==> config.mk <==
export PLATFORM = sky130hd
export DESIGN_NAME = pc_gen
export DESIGN_NICKNAME = d
export VERILOG_FILES = /design/src/rtl/pc_gen_pkg.sv /design/src/rtl/pc_redir_arb.sv /design/src/rtl/pc_gen.sv
export SDC_FILE = /design/constraint.sdc
export NUM_CORES = 1
export LEC_CHECK = 0
export CAP_MARGIN = 20
export CORE_MARGIN = 2
export CORE_UTILIZATION = 25
export DETAILED_ROUTE_END_ITERATION = 6
export PLACE_DENSITY = 0.66
export SLEW_MARGIN = 0
export SYNTH_ARGS = -nofsm -noshare
export SYNTH_HDL_FRONTEND = slang
export SYNTH_HIERARCHICAL = 1
export SYNTH_SLANG_ARGS = --single-unit
==> constraint.sdc <==
create_clock -name clk -period 2.7 [get_ports clk]
set_clock_uncertainty 0.2 [all_clocks]
set_input_delay 0.27 -clock clk [delete_from_list [all_inputs] [get_ports clk]]
set_output_delay 0.27 -clock clk [all_outputs]
set_load 0.01 [all_outputs]
==> src/rtl/pc_gen_pkg.sv <==
// rtl/pc_gen_pkg.sv - shared types and constants for the fetch-PC generator
//   u64          : 64-bit unsigned word
//   pc_state_t   : fetch FSM state {BOOT, RUN, HALT, FAULT}, 2-bit
//   PC_RESET_VEC : default fetch PC after reset
package pc_gen_pkg;

    typedef logic [63:0] u64;

    typedef enum logic [1:0] {
        BOOT  = 2'd0,
        RUN   = 2'd1,
        HALT  = 2'd2,
        FAULT = 2'd3
    } pc_state_t;

    localparam u64 PC_RESET_VEC = 64'h0000_0000_8000_0000;

endpackage

==> src/rtl/pc_redir_arb.sv <==
// rtl/pc_redir_arb.sv - fixed-priority redirect picker, channel 0 highest
//   redir_valid  in  NUM_REDIR       per-channel request
//   redir_target in  NUM_REDIR*XLEN  per-channel target, channel i at [i*XLEN +: XLEN]
//   any_valid    out 1               at least one channel requesting
//   sel          out SEL_W           lowest requesting channel index (0 when none)
//   target       out XLEN            target of the selected channel (0 when none)
module pc_redir_arb #(
    parameter int XLEN      = 64,
    parameter int NUM_REDIR = 3,
    parameter int SEL_W     = 2
) (
    input  logic [NUM_REDIR-1:0]      redir_valid,
    input  logic [NUM_REDIR*XLEN-1:0] redir_target,
    output logic                      any_valid,
    output logic [SEL_W-1:0]          sel,
    output logic [XLEN-1:0]           target
);

    // Walk from the lowest priority upward so the last hit is the winner.
    always_comb begin
        any_valid = |redir_valid;
        sel       = '0;
        target    = '0;
        for (int i = NUM_REDIR - 1; i >= 0; i--) begin
            if (redir_valid[i]) begin
                sel    = SEL_W'(i);
                target = redir_target[i*XLEN +: XLEN];
            end
        end
    end

endmodule

==> src/rtl/pc_gen.sv <==
// rtl/pc_gen.sv - fetch-PC generator with prioritised redirects and halt/resume
//   Optional build macro: PC_ALIGN_CHECK_EN (misaligned-target fault detection)
//   clk, reset_n      clock, synchronous active-low reset
//   fetch_valid/pc    request offered to fetch; fetch_ready accepts it
//   redir_valid/target per-channel redirect requests, channel 0 highest priority
//   halt_req/resume_req stop issuing / leave HALT at the current PC
//   flush, redir_sel  registered one-cycle pulse and winning channel of a taken redirect
//   state_o           current FSM state
//   fault_valid/pc    misaligned-target fault status (tied 0 without the macro)
module pc_gen
    import pc_gen_pkg::*;
#(
    parameter int XLEN       = 64,
    parameter u64 RESET_VEC  = PC_RESET_VEC,
    parameter int INST_BYTES = 4,
    parameter int NUM_REDIR  = 3,
    localparam int SEL_W     = (NUM_REDIR > 1) ? $clog2(NUM_REDIR) : 1
) (
    input  logic                      clk,
    input  logic                      reset_n,
    output logic                      fetch_valid,
    output logic [XLEN-1:0]           fetch_pc,
    input  logic                      fetch_ready,
    input  logic [NUM_REDIR-1:0]      redir_valid,
    input  logic [NUM_REDIR*XLEN-1:0] redir_target,
    input  logic                      halt_req,
    input  logic                      resume_req,
    output logic                      flush,
    output logic [SEL_W-1:0]          redir_sel,
    output logic [1:0]                state_o,
    output logic                      fault_valid,
    output logic [XLEN-1:0]           fault_pc
);

    localparam logic [XLEN-1:0] RST_PC = XLEN'(RESET_VEC);
    localparam logic [XLEN-1:0] INC    = XLEN'(INST_BYTES);

    pc_state_t       state, state_nxt;
    logic [XLEN-1:0] pc, pc_nxt;
    logic            arb_any;
    logic [SEL_W-1:0] arb_sel;
    logic [XLEN-1:0] arb_target;
    logic            take;
    logic            misaligned;
    logic            accept;

    pc_redir_arb #(
        .XLEN      (XLEN),
        .NUM_REDIR (NUM_REDIR),
        .SEL_W     (SEL_W)
    ) u_arb (
        .redir_valid  (redir_valid),
        .redir_target (redir_target),
        .any_valid    (arb_any),
        .sel          (arb_sel),
        .target       (arb_target)
    );

`ifdef PC_ALIGN_CHECK_EN
    localparam int ALIGN_W = $clog2(INST_BYTES);
    assign misaligned = |arb_target[ALIGN_W-1:0];
`else
    assign misaligned = 1'b0;
`endif

    // Redirects are dropped in BOOT; in FAULT only channel 0 may act, and
    // since it is the top priority the arbiter's winner is then channel 0.
    always_comb begin
        take = 1'b0;
        if (state == FAULT) begin
            take = redir_valid[0];
        end else if (state != BOOT) begin
            take = arb_any;
        end
    end

    assign accept = fetch_valid & fetch_ready;

    always_ff @(posedge clk) begin
        if (!reset_n) begin
            state <= BOOT;
        end else begin
            state <= state_nxt;
        end
    end

    always_comb begin
        state_nxt = state;
        if (take) begin
            state_nxt = misaligned ? FAULT : RUN;
        end else begin
            case (state)
                BOOT:    state_nxt = RUN;
                RUN:     if (halt_req) state_nxt = HALT;
                HALT:    if (resume_req && !halt_req) state_nxt = RUN;
                default: state_nxt = state;
            endcase
        end
    end

    always_comb begin
        fetch_valid = (state == RUN);
        fetch_pc    = pc;
        state_o     = state;
    end

    // A redirect overrides the increment; a halt in the same cycle as an
    // accept still lets the PC advance.
    always_comb begin
        pc_nxt = pc;
        if (take) begin
            if (!misaligned) pc_nxt = arb_target;
        end else if (accept) begin
            pc_nxt = pc + INC;
        end
    end

    always_ff @(posedge clk) begin
        if (!reset_n) begin
            pc        <= RST_PC;
            flush     <= 1'b0;
            redir_sel <= '0;
        end else begin
            pc        <= pc_nxt;
            flush     <= take;
            redir_sel <= take ? arb_sel : '0;
        end
    end

`ifdef PC_ALIGN_CHECK_EN
    always_ff @(posedge clk) begin
        if (!reset_n) begin
            fault_valid <= 1'b0;
            fault_pc    <= '0;
        end else if (take) begin
            if (misaligned) begin
                fault_valid <= 1'b1;
                fault_pc    <= arb_target;
            end else begin
                fault_valid <= 1'b0;
            end
        end
    end
`else
    assign fault_valid = 1'b0;
    assign fault_pc    = '0;
`endif

endmodule

==> metrics.csv, run 1 <==
stage,metric,value,unit
routing,first_pass_iters,5,
logic_synthesis,synth_edf_count,0,
worst_setup_path,crit_path_start,fetch_pc[2],
timing,fmax,391,MHz
routing,drc,0,
logic_synthesis,yosys-top-cells-area,"dfxtp_1, a21oi_1, buf_4, nand3b_1, nor2b_1",
logic_synthesis,synthFlopType,dfxtp_1,
routing,viasPerCell,5.12,
power,ir_drop,0.248,mV
logic_synthesis,synthCells,890,
worst_setup_path,regToRegSetupSlack,140,ps
worst_setup_path,crit_path_end_kind,flip-flop,
placement,gp_congestion,0.843,
floorplan,ioPinCount,335,
timing,worst_slew_pin_slew,769,ps
global_routing,grt-ovfl-total,0,
timing,setup_tns,0,ps
placement,portBuffers,269,
timing,finalWorstSetupSlack,142,ps
logic_synthesis,ys.warnings.count,6,
clock_network,cts_root_buf,clkbuf_16,
timing,relSlewSlack,48.7,%
floorplan,rows,59,
clock_network,clock-sinks,69,
floorplan,die_w,167,um
clock_network,cts_buffers,9,
worst_setup_path,worstPathArrival,2590,ps
worst_setup_path,critPathKind,flip-flop to flip-flop,
timing,fin_crit_sh,94.8,%
global_routing,grt_usage,18.1,%
worst_setup_path,start_kind,flip-flop,
worst_hold_path,min_path_type,flip-flop to flip-flop,
logic_synthesis,ys_seq_area_share,20.9,%
power,powerDensity,394,nW/um^2
timing,grt_setup_unrepaired,yes,
worst_setup_path,reg2reg_from,fetch_pc[2],
placement,hpwl,19.8,mm
routing,vias,7640,
routing,postRouteAntennaNets,0,
logic_synthesis,synth_cell_types,69,
clock_network,clk_pin_slew,60,ps
global_routing,antenna_found_initial,0,
routing,drt_wl_total,26.4,mm
layout,most-common-layout-cells,"clkdlybuf4s50_1, a21oi_1, nand2_1",
run_status,status,finished clean,
clock_network,clkLatencyLatePin,350,ps
layout,diodes,0,
flow_run,drv_cap,0,
floorplan,placeableCoreArea,26000,sq um
timing,setup_violations,0,
worst_hold_path,holdPathStages,2,
layout,drive_above_1_share,10.1,%
worst_setup_path,r2r_cells,8,
logic_synthesis,synth_top_area_share,20.9,%
floorplan,dieHeight,167,um
timing,hold_viol,0,
worst_setup_path,crit_fanout,5,
placement,dpl_worst_slack,88.7,ps
clock_network,clockBufferDepth,2,
worst_hold_path,whs_endpoint,fetch_pc[1],
power,finalPower,3850,uW
floorplan,die_area,27700,sq um
layout,nets,1353,
power,leakage,0.00344,uW
global_routing,grt_pass1_vias,7010,
floorplan,initial_core_util,25.4,%
logic_synthesis,ys_seq_elements,69,
logic_synthesis,synth_top_area_cell,dfxtp_1,
worst_setup_path,regToRegEndpoint,fetch_pc[60],
routing,wl_per_cell,17.7,um
global_routing,grt_max_degree,133,
global_routing,grt_pass1_wl,40.2,mm
timing,fin_crit,2560,ps
logic_synthesis,syn_area,6600,sq um
worst_setup_path,crit_required,2730,ps
logic_synthesis,async_reset_ff_share,0,%
worst_hold_path,hp-start,fetch_pc[1],
routing,drt-initial-drc-count,546,
clock_network,hold_buffers,0,
layout,areaGrowthSynthToFinish,47.9,%
logic_synthesis,postSynthAreaPerCell,7.42,sq um
clock_network,ctsHtreeMaxLevel,3,
layout,final_common_cell,clkdlybuf4s50_1,
clock_network,cts_tree,yes,
timing,drv_slew,0,
metrics by stage:
step	instance area, sq um	utilization, %	hold slack [ps]	instances
after detailed placement	9460	36.4	249	1476
after floorplan	6840	-	234	954
after global placement	9460	36.4	244	1476
after global routing	9770	37.6	282	1492
after CTS	9760	37.5	258	1492
final	9770	37.6	258	1492
critical path: stages (launching register included):
cell and delay [ps]:
dfxtp_1 420, ha_1 230, nand4_1 250, nor2_1 250, nand4_2 200, buf_4 210, nor3_1 290, mux2i_1 130
a221o_1 270
where the power goes:
group | switching (uW) | leakage (uW) | internal, uW
Sequential | 169 | 0.000572 | 1130
Combinational | 607 | 0.00272 | 723
Clock | 505 | 0.000146 | 720
Total | 1280 | 0.00344 | 2570
cells in the mapped netlist, types with 6 or more instances:
cell type,count
nor2b_1,47
nand4_1,29
buf_2,15
nand2_1,72
o211ai_1,14
a22oi_1,12
and2b_1,19
clkbuf_1,24
a211oi_1,12
nor2_1,47
and2_1,6
a21oi_2,28
buf_6,19
buf_4,68
xnor2_1,10
a31oi_1,9
or3_1,7
a22o_1,7
nor4_1,7
o21ai_0,14
or4_1,8
dfxtp_1,69
nor3_1,21
and3_1,14
nand3_1,36
nand3b_1,67
a21oi_1,129
state kept, by name, summed over array words and instances (netlist names):
register,cells
fetch_pc,64
flush,1
redir_sel,2
state_o,2
cell type report:
cell class	count	area, sq um
inverters	5	18.8
repair buffers	315	3080
clock inverters	7	73.8
flip-flops and latches	69	1380
well taps	335	419
clock buffers	9	225
multi-input cells	752	4570
fillers	2748	16200
how the worst max path moves through the flow:
stage | end | depth (start not counted)
6_report | fetch_pc[60] | 8
4_1_cts | fetch_pc[42] | 7
3_3_place_gp | fetch_pc[42] | 7
3_5_place_dp | fetch_pc[42] | 7
2_1_floorplan | fetch_pc[39] | 10
5_1_grt | fetch_pc[60] | 8
cell families after synthesis:
logic type               share of synthesized area [%]
XOR/XNOR                                          1.99
AND/OR/NAND/NOR                                   37.1
AO/OA/AOI/OAI                                     25.1
other                                           0.0568
flip-flops                                        20.9
multiplexers                                     0.758
buffers and inverters                             13.9
adder cells (fa/ha/maj)                          0.189
repair_timing:
item / in CTS / in global routing
setup endpoints to repair: 0 / 4
resized for setup: 0 / 2
hold endpoints to repair: 0 / 0
buffers inserted: 0 / 0
metal layers:
metal | up-vias | GRT usage (%) | part of all wire [%]
met4 | 0 | 4.24 | 1.7
met3 | 33 | 5.13 | 9.1
li1 | 3675 | - | -
met5 | - | 0 | 0
met2 | 368 | 31.2 | 48
met1 | 3564 | 22.3 | 41
Power figures use the tool's default switching activity.
==> run 2, diff against run 1 <==
--- a/config.mk
+++ b/config.mk
@@ -9,7 +9,7 @@
 export CORE_MARGIN = 2
 export CORE_UTILIZATION = 25
 export DETAILED_ROUTE_END_ITERATION = 6
-export PLACE_DENSITY = 0.66
+export PLACE_DENSITY = 0.53
 export SLEW_MARGIN = 0
 export SYNTH_ARGS = -nofsm -noshare
 export SYNTH_HDL_FRONTEND = slang
==> run 2 against run 1 <==
Against the previous run: sequential cell count unchanged; via count is 3.4% lower; core utilization fell by 0.15 points; routed wire length down 2.6%; critical endpoint unchanged; largest power group is now registers; sequential share of layout area grew 0.056 points; critical path type unchanged; global-route usage decreased by 0.51 points; setup slack improved by 28 ps; first-iteration DRC count shrank 16%.
==> metrics.csv, run 2 (synthesis results as in run 1) <==
stage,metric,value,unit,change
global_routing,grt_pass1_vias,6813,,-2.8%
clock_network,cts_buffers,9,,unchanged
timing,worst_slew_pin_slew,756,ps,-12.7 ps
routing,drc,0,,unchanged
routing,postRouteAntennaNets,0,,unchanged
layout,drive_above_1_share,9.88,%,-0.23 points
worst_hold_path,holdPathStages,4,,+2
timing,fin_crit,2530,ps,-27.6 ps
clock_network,clk_pin_slew,70,ps,about the same
worst_hold_path,hp-start,redir_valid[0],,
timing,setup_tns,0,ps,unchanged
routing,vias,7381,,-3.4%
worst_setup_path,worstPathArrival,2570,ps,-20 ps
placement,dp.cells,1473,,-0.20%
placement,portBuffers,269,,unchanged
layout,final_common_cell,clkdlybuf4s50_1,,
floorplan,rows,59,,unchanged
timing,fmax,395,MHz,+1.1%
clock_network,clockBufferDepth,2,,unchanged
global_routing,grt_pass1_wl,39.0,mm,-3.0%
clock_network,clkLatencyLatePin,350,ps,about the same
timing,fin_crit_sh,93.7,%,-1.0 points
clock_network,cts_tree,yes,,
layout,largest_reg_flops,64,,unchanged
power,leakage,0.00343,uW,-0.39%
layout,nFillCells,2773,,+0.91%
routing,first_pass_iters,4,,-1
flow_run,drv_cap,0,,unchanged
routing,viasPerCell,4.96,,-3.2%
global_routing,grt_max_degree,133,,unchanged
layout,multiInputGateArea,4580,sq um,+0.11%
global_routing,grt_usage,17.6,%,-0.51 points
worst_setup_path,regToRegSetupSlack,170,ps,+30 ps
layout,most-common-layout-cells,"clkdlybuf4s50_1, a21oi_1, nand2_1",,
floorplan,placeableCoreArea,26000,sq um,unchanged
timing,hold_viol,0,,unchanged
layout,nets,1350,,-0.22%
power,finalPower,3730,uW,-3.2%
power,powerDensity,383,nW/um^2,-2.8%
placement,hpwl,19.2,mm,-3.2%
worst_setup_path,start_kind,flip-flop,,
timing,setup_violations,0,,unchanged
floorplan,die_area,27700,sq um,unchanged
worst_setup_path,crit_fanout,7,,+2
routing,drt-initial-drc-count,456,,-16%
global_routing,grt-ovfl-total,0,,unchanged
routing,drt_wl_total,25.7,mm,-2.6%
worst_setup_path,crit_required,2730,ps,about the same
timing,drv_slew,0,,unchanged
global_routing,antenna_found_initial,0,,unchanged
worst_setup_path,critPathKind,flip-flop to flip-flop,,
floorplan,initial_core_util,25.4,%,unchanged
worst_setup_path,reg2reg_from,fetch_pc[35],,
layout,diodes,0,,unchanged
power,ir_drop,0.216,mV,-13%
routing,wl_per_cell,17.3,um,-2.4%
placement,dpl_worst_slack,45.3,ps,-43.5 ps
timing,grt_setup_unrepaired,no,,
worst_hold_path,whs_endpoint,state_o[0],,
floorplan,dieHeight,167,um,unchanged
clock_network,postCtsSetupRepairBufs,0,,unchanged
timing,finalWorstSetupSlack,169,ps,+27.6 ps
clock_network,clock-sinks,69,,unchanged
clock_network,cts_root_buf,clkbuf_16,,
timing,relSlewSlack,49.6,%,+0.85 points
worst_setup_path,r2r_cells,7,,-1
layout,seq_area,1380,sq um,unchanged
worst_setup_path,regToRegEndpoint,fetch_pc[60],,
run_status,status,finished clean,,
layout,areaGrowthSynthToFinish,47.3,%,
layout,layout.cells.non_filler,1489,,-0.20%
floorplan,die_w,167,um,unchanged
clock_network,ctsHtreeMaxLevel,3,,unchanged
worst_setup_path,crit_path_end_kind,flip-flop,,
placement,gp_congestion,0.812,,-3.6%
worst_hold_path,min_path_type,input port to flip-flop,,
floorplan,ioPinCount,335,,unchanged
run 2: repair_timing:
action,CTS,global route
resized for setup,0,3
hold buffers,0,0
endpoints found under the setup margin,0,3
endpoints found under the hold margin,0,0
run 2: power breakdown:
part / switching [uW] / internal, uW
Clock: 487 / 643
Sequential: 171 / 1130
Combinational: 585 / 715
Total: 1240 / 2490
run 2: layout make-up:
class	instances	area share [%]
multi-input cells	752	47.0
repair buffers	312	31.4
flip-flops and latches	69	14.2
well taps	335	4.31
clock buffers	10	2.46
clock inverters	6	0.399
inverters	5	0.193
run 2: routing by layer:
layer / global-route usage (%) / wire (um) / share of wire (%) / vias up
met5: 0 / 0 / 0 / -
met4: 3.71 / 301 / 1.2 / 0
met3: 4.92 / 1790 / 7.0 / 20
met2: 29.9 / 12300 / 48 / 267
met1: 22.2 / 11400 / 44 / 3434
li1: - / - / - / 3660
run 2: through the flow:
step | area (sq um) | utilization [%] | hold WS (ps)
6_report | 9730 | 37.4 | 189
4_1_cts | 9710 | 37.4 | 181
3_5_place_dp | 9430 | 36.3 | 250
3_3_place_gp | 9430 | 36.3 | 247
2_1_floorplan | 6840 | - | 234
5_1_grt | 9730 | 37.4 | 246
run 2: critical path: stages, from the launching register on:
cell     delay [ps]
dfxtp_1         440
nand4_1         200
buf_4           190
nor3_1          510
nand3_1         240
nor3_1          270
mux2i_1         110
a221o_1         260
run 2: how the worst max path moves through the flow:
stage,start,endpoint,cells past startpoint
floorplan,redir_valid[1],fetch_pc[39],10
global placement,redir_valid[0],fetch_pc[41],9
detailed placement,redir_valid[0],fetch_pc[41],9
CTS,fetch_pc[15],fetch_pc[41],6
global route,fetch_pc[35],fetch_pc[60],7
finish,fetch_pc[35],fetch_pc[60],7
